==> src/rtl/debug_clk_div_gen_if.sv <==
// ----------------------------------------------------------------------------
// debug_clk_div_gen_if
//   Divisor-update request channel for debug_clk_div_gen.
//
//   cfg_valid : divisor-update request
//   cfg_ch    : target channel index
//   cfg_div   : requested divisor
//   cfg_ready : update can be accepted for cfg_ch (combinational)
//
//   master : requester side (drives valid/ch/div, observes ready)
//   slave  : divider side   (observes valid/ch/div, drives ready)
// ----------------------------------------------------------------------------
interface debug_clk_div_gen_if #(
    parameter int NUM_CH = 4,
    parameter int DIV_W  = 8
);
    localparam int CH_W = (NUM_CH > 1) ? $clog2(NUM_CH) : 1;

    logic             cfg_valid;
    logic [CH_W-1:0]  cfg_ch;
    logic [DIV_W-1:0] cfg_div;
    logic             cfg_ready;

    modport master (
        output cfg_valid,
        output cfg_ch,
        output cfg_div,
        input  cfg_ready
    );

    modport slave (
        input  cfg_valid,
        input  cfg_ch,
        input  cfg_div,
        output cfg_ready
    );
endinterface

==> src/rtl/debug_clk_div_gen.sv <==
// ----------------------------------------------------------------------------
// debug_clk_div_gen
//   NUM_CH independent programmable clock dividers running off clk_ref.
//   Each channel counts 0..D-1 and produces a registered divided clock
//   (high for ceil(D/2) cycles) and a one-cycle tick at phase 0. Divisor
//   changes are queued as "pending" and only take effect at a period
//   boundary (or immediately for a disabled channel, or on sync), so a
//   running period is never truncated or stretched.
//
//   clk_ref : reference clock, all logic on its rising edge
//   rst_n   : asynchronous active-low reset
//   sync    : one-cycle pulse, realigns enabled channels to phase 0 and
//             applies any already-pending divisors
//   cfg     : divisor-update handshake (slave modport)
//   clk_div : divided clock per channel
//   tick    : one-cycle strobe at the start of each divided period
//   pending : channel holds an accepted, not-yet-applied divisor
// ----------------------------------------------------------------------------
module debug_clk_div_gen #(
    parameter int NUM_CH    = 4,
    parameter int DIV_W     = 8,
    parameter int RESET_DIV = 4
) (
    input  logic                 clk_ref,
    input  logic                 rst_n,
    input  logic                 sync,
    debug_clk_div_gen_if.slave   cfg,
    output logic [NUM_CH-1:0]    clk_div,
    output logic [NUM_CH-1:0]    tick,
    output logic [NUM_CH-1:0]    pending
);
    localparam int CH_W = (NUM_CH > 1) ? $clog2(NUM_CH) : 1;

    localparam logic [DIV_W-1:0] RST_D   = DIV_W'(RESET_DIV);
    // Counter parked at the last phase so the first edge after reset wraps
    // to phase 0 and presents tick/clk_div immediately.
    localparam logic [DIV_W-1:0] RST_CNT = (RESET_DIV >= 2) ? DIV_W'(RESET_DIV - 1) : '0;

    localparam logic [DIV_W-1:0] ONE     = DIV_W'(1);

    // Ready only for an existing channel with no divisor already queued;
    // out-of-range indices match no channel and stay not-ready.
    always_comb begin
        cfg.cfg_ready = 1'b0;
        for (int unsigned i = 0; i < NUM_CH; i++) begin
            if (32'(cfg.cfg_ch) == i) begin
                cfg.cfg_ready = !pending[i];
            end
        end
    end

    for (genvar g = 0; g < NUM_CH; g++) begin : g_ch
        logic [DIV_W-1:0] d_q;
        logic [DIV_W-1:0] d_nxt;
        logic [DIV_W-1:0] cnt_q;
        logic [DIV_W-1:0] cnt_nxt;
        logic [DIV_W-1:0] pdiv_q;
        logic [DIV_W-1:0] half_nxt;
        logic             pvld_q;
        logic             clk_q;
        logic             tick_q;
        logic             en_q;
        logic             en_nxt;
        logic             boundary;
        logic             apply;
        logic             accept;
        logic             clk_nxt;
        logic             tick_nxt;

        assign accept = cfg.cfg_valid && cfg.cfg_ready && (cfg.cfg_ch == CH_W'(g));

        always_comb begin
            en_q     = (d_q > ONE);
            boundary = en_q && (cnt_q == (d_q - ONE));
            // A queued divisor lands at the period boundary, on sync, or at
            // once when the channel is idle. A request accepted in this same
            // cycle is not yet in pvld_q, so sync never applies it.
            apply    = pvld_q && (sync || !en_q || boundary);
            d_nxt    = apply ? pdiv_q : d_q;
            en_nxt   = (d_nxt > ONE);

            if (!en_q || !en_nxt || boundary || sync) begin
                cnt_nxt = '0;
            end else begin
                cnt_nxt = cnt_q + ONE;
            end

            // ceil(D/2) without overflow for D at full scale
            half_nxt = (d_nxt >> 1) + {{(DIV_W-1){1'b0}}, d_nxt[0]};
            clk_nxt  = en_nxt && (cnt_nxt < half_nxt);
            tick_nxt = en_nxt && (cnt_nxt == '0);
        end

        always_ff @(posedge clk_ref or negedge rst_n) begin
            if (!rst_n) begin
                d_q    <= RST_D;
                cnt_q  <= RST_CNT;
                pvld_q <= 1'b0;
                pdiv_q <= '0;
                clk_q  <= 1'b0;
                tick_q <= 1'b0;
            end else begin
                d_q    <= d_nxt;
                cnt_q  <= cnt_nxt;
                clk_q  <= clk_nxt;
                tick_q <= tick_nxt;
                // accept needs pvld_q low and apply needs it high, so the
                // two never coincide.
                if (accept) begin
                    pvld_q <= 1'b1;
                    pdiv_q <= cfg.cfg_div;
                end else if (apply) begin
                    pvld_q <= 1'b0;
                end
            end
        end

        assign clk_div[g] = clk_q;
        assign tick[g]    = tick_q;
        assign pending[g] = pvld_q;
    end

endmodule

==> src/flat_wrapper.sv <==
// flat-port wrapper written by rule: the top's interface ports become plain ports
module debug_clk_div_gen_flat 
#(
    parameter int NUM_CH    = 4,
    parameter int DIV_W     = 8,
    parameter int RESET_DIV = 4
)
  (clk_ref, rst_n, sync, clk_div, tick, pending, cfg_cfg_valid, cfg_cfg_ch, cfg_cfg_div, cfg_cfg_ready);
  debug_clk_div_gen_if #(.NUM_CH(NUM_CH), .DIV_W(DIV_W)) cfg_i ();
  input  logic clk_ref;
  input  logic rst_n;
  input  logic sync;
  output logic [NUM_CH-1:0] clk_div;
  output logic [NUM_CH-1:0] tick;
  output logic [NUM_CH-1:0] pending;
  input wire logic [$bits(cfg_i.cfg_valid)-1:0] cfg_cfg_valid;
  input wire logic [$bits(cfg_i.cfg_ch)-1:0] cfg_cfg_ch;
  input wire logic [$bits(cfg_i.cfg_div)-1:0] cfg_cfg_div;
  output wire logic [$bits(cfg_i.cfg_ready)-1:0] cfg_cfg_ready;
  assign cfg_i.cfg_valid = cfg_cfg_valid;
  assign cfg_i.cfg_ch = cfg_cfg_ch;
  assign cfg_i.cfg_div = cfg_cfg_div;
  assign cfg_cfg_ready = cfg_i.cfg_ready;
  debug_clk_div_gen #(.NUM_CH(NUM_CH), .DIV_W(DIV_W), .RESET_DIV(RESET_DIV)) u_core (.clk_ref(clk_ref), .rst_n(rst_n), .sync(sync), .cfg(cfg_i), .clk_div(clk_div), .tick(tick), .pending(pending));
endmodule
==> config.mk <==
export PLATFORM = sky130hd
export DESIGN_NAME = debug_clk_div_gen_flat
export DESIGN_NICKNAME = d
export VERILOG_FILES = /design/src/rtl/debug_clk_div_gen_if.sv /design/src/rtl/debug_clk_div_gen.sv /design/src/flat_wrapper.sv
export SDC_FILE = /design/constraint.sdc
export NUM_CORES = 1
export LEC_CHECK = 0
export CAP_MARGIN = 30
export CORE_MARGIN = 3
export CORE_UTILIZATION = 30
export CTS_CLUSTER_DIAMETER = 50
export DETAILED_ROUTE_END_ITERATION = 12
export GPL_TIMING_DRIVEN = 1
export PLACE_DENSITY_LB_ADDON = 0.12
export SLEW_MARGIN = 25
export SYNTH_ARGS = -nofsm -noshare
export SYNTH_HDL_FRONTEND = slang
export SYNTH_SLANG_ARGS = --single-unit
==> constraint.sdc <==
create_clock -name clk_ref -period 6.7 [get_ports clk_ref]
set_clock_uncertainty 0.2 [all_clocks]
set_input_delay 1.005 -clock clk_ref [delete_from_list [all_inputs] [get_ports clk_ref]]
set_output_delay 1.005 -clock clk_ref [all_outputs]
set_load 0.1 [all_outputs]
After elaboration in Yosys (flattened, before gate mapping). Cells that the tools add are included.

Memories kept: 0. Bits in latches: 0. Bits in writable memories: 0. Output and inout port bits: 13. Bits of input ports: 14. Memory bits (read-only): 0. Register bits after elaboration: 108.

Multipliers: 0. Mux-type cells: 20. Equal/unequal tests: 7. Div/mod/pow operators: 0. Bitwise logic cells: 0. $lt $le $gt $ge: 12. Reductions and logical operators: 62. Shifts and indexed selects: 0. Add/subtract/negate cells: 12.

Operators by type and width (count): > comparator 8 x 1 -> 1 bit, second input constant (8); 2-to-1 mux 8 bit (8); adder 7 x 1 -> 8 bit (4); adder 8 x 1 -> 8 bit, second input constant (4); equality test 8 bit (4); zero test 8 bit (4); less-than comparator 8 bit (4); subtractor 8 x 1 -> 8 bit, second input constant (4); logical AND 1 bit (21); logical OR 1 bit (20); zero test 1 bit (12); 2-to-1 mux 1 bit (12); nonzero test 2 bit (4); equality test 2 bit, second input constant (2); equality test 2 x 1 -> 1 bit, second input constant (1); zero test 2 bit (1).

Longest topological paths before layout. Gate-level depths: netlist of the first run.

Word-level depth: 14. Mapped depth: 22. Gate-level depth less buffers: 21.

Worst setup path after synthesis of the first run. Ideal clock, no wire load.

Path type: reg2reg. Start: register u_core.g_ch[3].d_q[2]. End: register u_core.g_ch[3].clk_q. Path slack: 1.985 ns. Data required time: 6.389 ns. Cell stages (with the launch flop): 21. Arrival: 4.404 ns. Path buffers: 3. Cell sequence: dfstp_2 > buf_6 > or3_4 > or4_4 > a2111oi_2 > a32o_1 > buf_4 > buf_6 > mux2i_1 > inv_1 > ha_1 > ha_1 > nand4_1 > o21ai_0 > xnor2_1 > ha_1 > a21oi_1 > nor2b_1 > o21ai_0 > nand2b_1 > a2111oi_2.

Cells in the longest elaborated chain, start to end: 14. Elaborated cells between the ends (all ways): 18. Those cells by class: add/sub: 2; order compare: 3; eq/ne: 1; mux: 2; reduce/logical: 10.

RTL lines: start, declared (RTL line debug_clk_div_gen.sv:53) `logic [DIV_W-1:0] d_q;`; start signal, assigned (RTL line debug_clk_div_gen.sv:103) `d_q <= d_nxt;`; subtractor 8 x 1 -> 8 bit / > comparator 8 x 1 -> 1 bit (equally long branches) (RTL line debug_clk_div_gen.sv:74, debug_clk_div_gen.sv:73); equality test 8 bit / zero test 1 bit (equally long branches) (RTL line debug_clk_div_gen.sv:74, debug_clk_div_gen.sv:78); logical AND 1 bit / logical OR 1 bit (equally long branches) (RTL line debug_clk_div_gen.sv:74, debug_clk_div_gen.sv:78); logical OR 1 bit * (RTL line debug_clk_div_gen.sv:78) `apply = pvld_q && (sync || !en_q || boundary);`; logical AND 1 bit * (RTL line debug_clk_div_gen.sv:78); 2-to-1 mux 8 bit * (RTL line debug_clk_div_gen.sv:79) `d_nxt = apply ? pdiv_q : d_q;`; named net u_core.g_ch[3].d_nxt[1] (RTL line debug_clk_div_gen.sv:54) `logic [DIV_W-1:0] d_nxt;`; > comparator 8 x 1 -> 1 bit (RTL line debug_clk_div_gen.sv:80) `en_nxt = (d_nxt > ONE);`; zero test 1 bit (RTL line debug_clk_div_gen.sv:82) `if (!en_q || !en_nxt || boundary || sync) begin`; logical OR 1 bit (3 in a row) (RTL line debug_clk_div_gen.sv:82); 2-to-1 mux 8 bit (RTL line debug_clk_div_gen.sv:82); less-than comparator 8 bit (RTL line debug_clk_div_gen.sv:90) `clk_nxt = en_nxt && (cnt_nxt < half_nxt);`; logical AND 1 bit * (RTL line debug_clk_div_gen.sv:90); named net u_core.g_ch[3].clk_nxt (RTL line debug_clk_div_gen.sv:67) `logic clk_nxt;`; end signal, assigned (RTL line debug_clk_div_gen.sv:105) `clk_q <= clk_nxt;`; end, declared (RTL line debug_clk_div_gen.sv:60) `logic clk_q;`.

The timed path passes the listed nets; every way through them passes the cells marked *. A chain may end at the register's enable or synchronous reset.

Worst setup path in the final report of the first run.
Start: register u_core.g_ch[3].d_q[3]. End: register u_core.g_ch[3].clk_q.

Same word-level chain as after synthesis.

==> results of run 1 <==
per-layer routing:
metal / part of all wire / global-route usage
met4: 0.014 / 0.0434
met5: 0 / 0
met2: 0.45 / 0.213
met3: 0.024 / 0.0234
met1: 0.51 / 0.198
cells in the final DEF (no fill, tap or decap), types with 25 or more instances in the layout:
master,instances
sky130_fd_sc_hd__xor2_1,34
sky130_fd_sc_hd__nor2_1,61
sky130_fd_sc_hd__xnor2_1,59
sky130_fd_sc_hd__mux2_2,58
sky130_fd_sc_hd__ha_1,56
sky130_fd_sc_hd__inv_1,34
sky130_fd_sc_hd__nand3_1,45
sky130_fd_sc_hd__dfrtp_1,96
sky130_fd_sc_hd__clkdlybuf4s50_1,25
sky130_fd_sc_hd__nand2_1,30
worst max path at each step:
stage,startpoint,end
6_report,u_core.g_ch[3].d_q[3],u_core.g_ch[3].clk_q
5_1_grt,u_core.g_ch[3].d_q[3],u_core.g_ch[3].clk_q
4_1_cts,u_core.g_ch[3].d_q[3],u_core.g_ch[3].clk_q
3_5_place_dp,u_core.g_ch[3].d_q[3],u_core.g_ch[3].clk_q
3_3_place_gp,u_core.g_ch[3].d_q[4],u_core.g_ch[3].clk_q
2_1_floorplan,u_core.g_ch[3].d_q[2],u_core.g_ch[3].clk_q
critical path: stages, from the launching register on:
cell,delay (ns)
sky130_fd_sc_hd__dfrtp_1,0.49
sky130_fd_sc_hd__or3_4,0.38
sky130_fd_sc_hd__or4_4,0.48
sky130_fd_sc_hd__a2111oi_2,0.48
sky130_fd_sc_hd__a32o_1,0.69
sky130_fd_sc_hd__mux2i_1,0.38
sky130_fd_sc_hd__inv_1,0.10
sky130_fd_sc_hd__ha_1,0.27
sky130_fd_sc_hd__ha_1,0.28
sky130_fd_sc_hd__nand4_1,0.11
sky130_fd_sc_hd__o21ai_0,0.11
sky130_fd_sc_hd__xnor2_1,0.18
sky130_fd_sc_hd__ha_1,0.31
sky130_fd_sc_hd__a21oi_1,0.14
sky130_fd_sc_hd__nor2b_1,0.06
sky130_fd_sc_hd__o21ai_0,0.16
sky130_fd_sc_hd__nand2b_1,0.09
sky130_fd_sc_hd__a2111oi_2,0.34
flip-flops by register name (all words and copies together), names as in the netlist:
register / flops
u_core.g_ch.tick_q: 4
u_core.g_ch.pvld_q: 4
u_core.g_ch.clk_q: 4
u_core.g_ch.pdiv_q: 32
u_core.g_ch.d_q: 32
u_core.g_ch.cnt_q: 32
final cells by class:
| class | instances | area [µm²] |
|---|---|---|
| clock buffers | 11 | 243 |
| clock inverters | 5 | 85.1 |
| fillers | 2453 | 15600 |
| inverters | 34 | 128 |
| multi-input cells | 557 | 4330 |
| flip-flops and latches | 108 | 2720 |
| well taps | 319 | 399 |
| repair buffers | 31 | 313 |
report_power, final:
group          leakage [nW]  internal, W  total (W)  switching (W)
sequential             1.31     0.000871    0.00119       0.000320
clock                 0.156     0.000340   0.000594       0.000254
combinational          2.05     0.000684    0.00154       0.000857
total                  3.52      0.00189    0.00333        0.00143
per-stage QoR:
step | std cells | setup slack (ns) | area (µm²) | power [W] | hold WS [ns]
2_1_floorplan | 742 | 1.98 | 7380 | 0.00237 | 0.277
3_3_place_gp | 1047 | 1.51 | 7840 | 0.00273 | 0.297
3_5_place_dp | 1048 | 1.36 | 7850 | 0.00275 | 0.302
4_1_cts | 1064 | 1.35 | 8180 | 0.00336 | 0.319
5_1_grt | 1065 | 0.930 | 8210 | 0.00359 | 0.329
6_report | 1065 | 1.35 | 8210 | 0.00333 | 0.317
cells in the mapped netlist, drive strengths merged (3+ instances only):
master   count
nor2b        6
xor2        34
inv         34
o21bai       3
o21ai       17
a21o        12
buf         19
a31oi        9
nand2       30
clkbuf      24
nand4       10
ha          56
or3          4
o31ai        4
mux2i       21
nand2b       4
nand3       45
a21oi       17
nor2        61
nor3        20
nor4b        4
nor4bb       3
dfstp       12
or2          4
nor3b        5
nor4         8
a211oi       4
xnor2       59
a41oi        3
mux2        58
a2111oi      3
dfrtp       96
and3        15
or4          7
logic make-up after synthesis:
family                     after synthesis  synth area share
and+or+nand+nor                        237             0.169
DFF                                    108             0.368
xor gates and xnor gates                94             0.114
AOI/OAI and AO/OA                       90            0.0853
muxes                                   80             0.120
buffers and inverters                   77            0.0485
adders and majority gates               56            0.0950
==> reports/metrics.json, run 1 <==
{
  "sta": {
    "worstMarginPinSlew_ns": 0.986,
    "final_max_slew_viol_count": 0,
    "tns_ns": 0,
    "maxClockFrequency_mhz": 187,
    "finalCriticalPeriod_ns": 5.35,
    "post-route-period-util": 0.798,
    "timing.final.setup_violations": 0,
    "slew-limit-headroom": 0.340,
    "finalHoldViolCount": 0,
    "grt_setup_unrepaired": "no"
  },
  "route": {
    "via_count": 5400,
    "routed_wirelength_mm": 17.7,
    "drt-initial-drc-count": 302,
    "ant_nets": 0,
    "post_detailed_route_via_to_cell_ratio": 5.07,
    "detail_route.first_pass.iterations": 4,
    "routed_wire_length_per_instance_um": 16.6,
    "route.detailed.drc": 0
  },
  "grt": {
    "global_route.usage.total": 0.138,
    "maximum_number_of_pins_on_one_net_before_global_route_repair": 68,
    "grt_first_pass_wirelength_mm": 29.3,
    "antenna_found_initial": 0,
    "overflow": 0,
    "grt_pass1_vias": 5369
  },
  "logic_synthesis": {
    "total_nets_after_synthesis": 812,
    "post_synth_num_cell_types": 67,
    "number_of_synthesis_warnings": 0,
    "synthDominantCellAreaShare": 0.326,
    "netlist_top_cells_area": "sky130_fd_sc_hd__dfrtp_1 (33%), sky130_fd_sc_hd__ha_1 (9.5%), sky130_fd_sc_hd__mux2_2 (8.9%)",
    "ys_seq_area_frac": 0.368,
    "syn-cell-area_um2": 7380,
    "synth_top_cell_by_area": "sky130_fd_sc_hd__dfrtp_1",
    "synthCells": 742,
    "synth_enable_flop_cells": 0,
    "syn_area_per_cell_um2": 9.94,
    "postSynthRegisterBits": 108,
    "synth_top_flop_cell": "sky130_fd_sc_hd__dfrtp_1",
    "synth_async_sr_flop_share": 1.00
  },
  "cells_and_area": {
    "final_nets": 811,
    "drive_above_1_share": 0.146,
    "synthToLayoutAreaGrowth_pct": 11.3,
    "antenna-diode-count": 0,
    "final_core_utilization": 0.345
  },
  "floorplanning": {
    "floorplan.die.width_um": 163,
    "io-pin-count": 27,
    "start_util": 0.310,
    "die_y_um": 163,
    "dieArea_um2": 26500,
    "fp-row-count": 56,
    "fp.coreArea_um2": 23800
  },
  "clocking": {
    "cts_tree": "yes",
    "post_cts_resize_count": 0,
    "cts.sink_count": 108,
    "clk_path_buf_depth": 2,
    "cts-hold-fix-buffers": 0,
    "root_buffer": "sky130_fd_sc_hd__clkbuf_16",
    "cts_inserted_buffers": 9,
    "worstSkewPairLatency_ns": 0.36,
    "clock_tree.htree_level_count": 3,
    "clock_pin_slew_reported_for_the_worst_setup_and_hold_paths_after_clock_tree_synthesis_ns": 0.07,
    "postCtsSetupBuffers": 0
  },
  "power": {
    "p_leak_nw": 3.52,
    "p_per_area_nw_per_um2": 405,
    "vdd_ir_drop_max_v": 0.000147
  },
  "critical_path": {
    "critical_path.endpoint_type": "flop",
    "worstPathRequired_ns": 6.76,
    "r2r_slack_ns": 1.35,
    "worstSetupPathType": "flop to flop",
    "worst_r2r_endpoint": "u_core.g_ch[3].clk_q",
    "worst_r2r_path_depth": 17,
    "critical_path_arrival_ns": 5.40,
    "critPathMaxFanout": 18,
    "crit-reg2reg-launch": "u_core.g_ch[3].d_q[3]",
    "worst_setup_path_start_kind": "flop"
  },
  "worst_hold_path": {
    "whs_endpoint": "u_core.g_ch[1].pdiv_q[0]",
    "hp-start": "u_core.g_ch[1].pdiv_q[0]",
    "worst_hold_path_type": "flop to flop",
    "hold-path-cell-count": 1
  },
  "job": {
    "max_cap_violations": 0
  },
  "placement": {
    "place.detailed.hpwl_mm": 13.5,
    "port-buffer-count": 26,
    "gp_congestion": 0.816
  },
  "status": {
    "run_status": "completed"
  }
}
No activity file was read; power rests on OpenSTA's default activity.
==> inputs of run 2 (changes only) <==
==> constraint.sdc (replaced) <==
create_clock -name clk_ref -period 5.6 [get_ports clk_ref]
set_clock_uncertainty 0.2 [all_clocks]
set_input_delay 0.84 -clock clk_ref [delete_from_list [all_inputs] [get_ports clk_ref]]
set_output_delay 0.84 -clock clk_ref [all_outputs]
set_load 0.1 [all_outputs]
==> run 2 against run 1 <==
Effect of this change:
- critical path type unchanged
- first-iteration DRC count down 34%
- highest routed layer unchanged
- worst setup slack worse by 0.64 ns
- cell count up 0.19%
- combinational power up 19%
- sequential share of layout area about the same
- routed wire length down 0.18%
- largest power group unchanged
- cell area up 0.12%
- total power up 18%
- global-route usage up 0.18 points
- largest cell class unchanged
==> reports/metrics.json, run 2 (synthesized netlist as in run 1, its figures left out) <==
{
  "route": {
    "drt-initial-drc-count": 199,
    "ant_nets": 0,
    "detail_route.first_pass.iterations": 4,
    "post_detailed_route_via_to_cell_ratio": 5.03,
    "routed_wirelength_mm": 17.7,
    "via_count": 5368,
    "route.detailed.drc": 0,
    "routed_wire_length_per_instance_um": 16.6
  },
  "grt": {
    "overflow": 0,
    "grt_first_pass_wirelength_mm": 29.7,
    "maximum_number_of_pins_on_one_net_before_global_route_repair": 66,
    "grt_pass1_vias": 5562,
    "antenna_found_initial": 0,
    "global_route.usage.total": 0.140
  },
  "sta": {
    "slew-limit-headroom": 0.344,
    "maxClockFrequency_mhz": 205,
    "tns_ns": 0,
    "post-route-period-util": 0.872,
    "final_max_slew_viol_count": 0,
    "finalCriticalPeriod_ns": 4.88,
    "final_critical_path_setup_slack_ns": 0.718,
    "finalHoldViolCount": 0,
    "grt_setup_unrepaired": "no",
    "timing.final.setup_violations": 0,
    "worstMarginPinSlew_ns": 0.980
  },
  "critical_path": {
    "cp_num_buf_inv": 2,
    "path_cells": "inv_1, ha_1, or3_1, a31oi_1, nor4b_1, o21ai_1, mux2_2, inv_1, ha_1, nor2_1, nor2_1, nand3_1, nand2_1, nor2_1, ha_1, a21o_1, a21o_1, a21oi_1, nor2b_1, o21ai_0, nor4bb_1",
    "worst_setup_path_start_kind": "flop",
    "path_delay_family": "simple AND/OR/NAND/NOR gates",
    "worstSetupPathType": "flop to flop",
    "critPathMaxFanout": 7,
    "crit_slowest_cell": "sky130_fd_sc_hd__dfrtp_1",
    "critical_path.endpoint_type": "flop",
    "critical_path_arrival_ns": 4.94,
    "worstPathRequired_ns": 5.66,
    "slowest_delay_ns": 0.48
  },
  "clocking": {
    "root_buffer": "sky130_fd_sc_hd__clkbuf_16",
    "postCtsSetupBuffers": 0,
    "cts-hold-fix-buffers": 0,
    "clk_path_buf_depth": 2,
    "cts.sink_count": 108,
    "worstSkewPairLatency_ns": 0.36,
    "cts_tree": "yes",
    "clock_tree.htree_level_count": 3,
    "clock_pin_slew_reported_for_the_worst_setup_and_hold_paths_after_clock_tree_synthesis_ns": 0.08,
    "cts_inserted_buffers": 9,
    "post_cts_resize_count": 0
  },
  "placement": {
    "place.detailed.hpwl_mm": 13.7,
    "pre_cts_slack_ns": 0.678,
    "port-buffer-count": 26,
    "gp_congestion": 0.851
  },
  "worst_hold_path": {
    "worst_hold_path_type": "primary input to async pin"
  },
  "floorplanning": {
    "die_y_um": 163,
    "fp-row-count": 56,
    "start_util": 0.310,
    "floorplan.die.width_um": 163,
    "fp.coreArea_um2": 23800,
    "dieArea_um2": 26500,
    "io-pin-count": 27
  },
  "status": {
    "run_status": "completed"
  },
  "cells_and_area": {
    "drive_above_1_share": 0.150,
    "final_nets": 813,
    "top_library_cells_by_usage_in_the_layout_fill_and_taps_aside": "sky130_fd_sc_hd__dfrtp_1 (96), sky130_fd_sc_hd__nor2_1 (61), sky130_fd_sc_hd__xnor2_1 (59)",
    "final_core_utilization": 0.345,
    "antenna-diode-count": 0,
    "largestRegisters": "u_core.g_ch.cnt_q (32), u_core.g_ch.d_q (32), u_core.g_ch.pdiv_q (32)",
    "mostFrequentLayoutCell": "sky130_fd_sc_hd__dfrtp_1",
    "synthToLayoutAreaGrowth_pct": 11.5
  },
  "job": {
    "max_cap_violations": 0
  },
  "power": {
    "p_per_area_nw_per_um2": 479,
    "p_leak_nw": 3.53,
    "vdd_ir_drop_max_v": 0.000179,
    "fin_total_pwr_w": 0.00394
  }
}
## run 2: cell count changes in the layout (fill, tap and decap cells not counted), sizes merged
cell / previous run / this run
inv: 34 / 35
buf: 6 / 8
clkinv: 2 / 1
bufinv: 2 / 1
clkinvlp: 1 / 2
## run 2: area by class of cell
| cell class | count | area (µm²) |
|---|---|---|
| Tap cell | 319 | 399 |
| Timing Repair Buffer | 33 | 330 |
| Sequential cell | 108 | 2720 |
| Multi-Input combinational cell | 557 | 4340 |
| Fill cell | 2418 | 15600 |
| Inverter | 34 | 128 |
| Clock buffer | 11 | 253 |
| Clock inverter | 5 | 58.8 |
## run 2: where the power goes
part | internal, W | leakage, nW | switching (W) | total, W
Sequential | 0.00104 | 1.31 | 0.000388 | 0.00143
Combinational | 0.000819 | 2.07 | 0.00101 | 0.00183
Clock | 0.000373 | 0.148 | 0.000302 | 0.000675
## run 2: metal layers
layer | global-route usage | part of all wire | vias to the layer above
met4 | 0.0461 | 0.013 | 0
met5 | 0 | 0 | -
li1 | - | - | 2620
met1 | 0.196 | 0.50 | 2661
met2 | 0.224 | 0.46 | 72
met3 | 0.0173 | 0.030 | 15
## run 2: path summary, 6_finish.rpt
kind,start,end,slack [ns],cells past startpoint
min in group clk_ref,u_core.g_ch[2].pdiv_q[0],u_core.g_ch[2].pdiv_q[0],0.32,1
worst min-delay path,rst_n,u_core.g_ch[2].cnt_q[5],0.14,1
max in group asynchronous,rst_n,u_core.g_ch[1].cnt_q[2],3.85,3
worst max register to register,u_core.g_ch[2].d_q[0],u_core.g_ch[2].clk_q,0.72,21
worst min register to register,u_core.g_ch[2].pdiv_q[0],u_core.g_ch[2].pdiv_q[0],0.32,1
worst max-delay path,u_core.g_ch[2].d_q[0],u_core.g_ch[2].clk_q,0.72,21
## run 2: stage by stage
stage | instances | instance area, µm² | hold slack [ns]
finish | 1067 | 8220 | 0.141
floorplan | 742 | 7380 | 0.277
global placement | 1050 | 7860 | 0.300
detailed placement | 1050 | 7870 | 0.297
CTS | 1066 | 8180 | 0.314
global route | 1067 | 8220 | 0.142
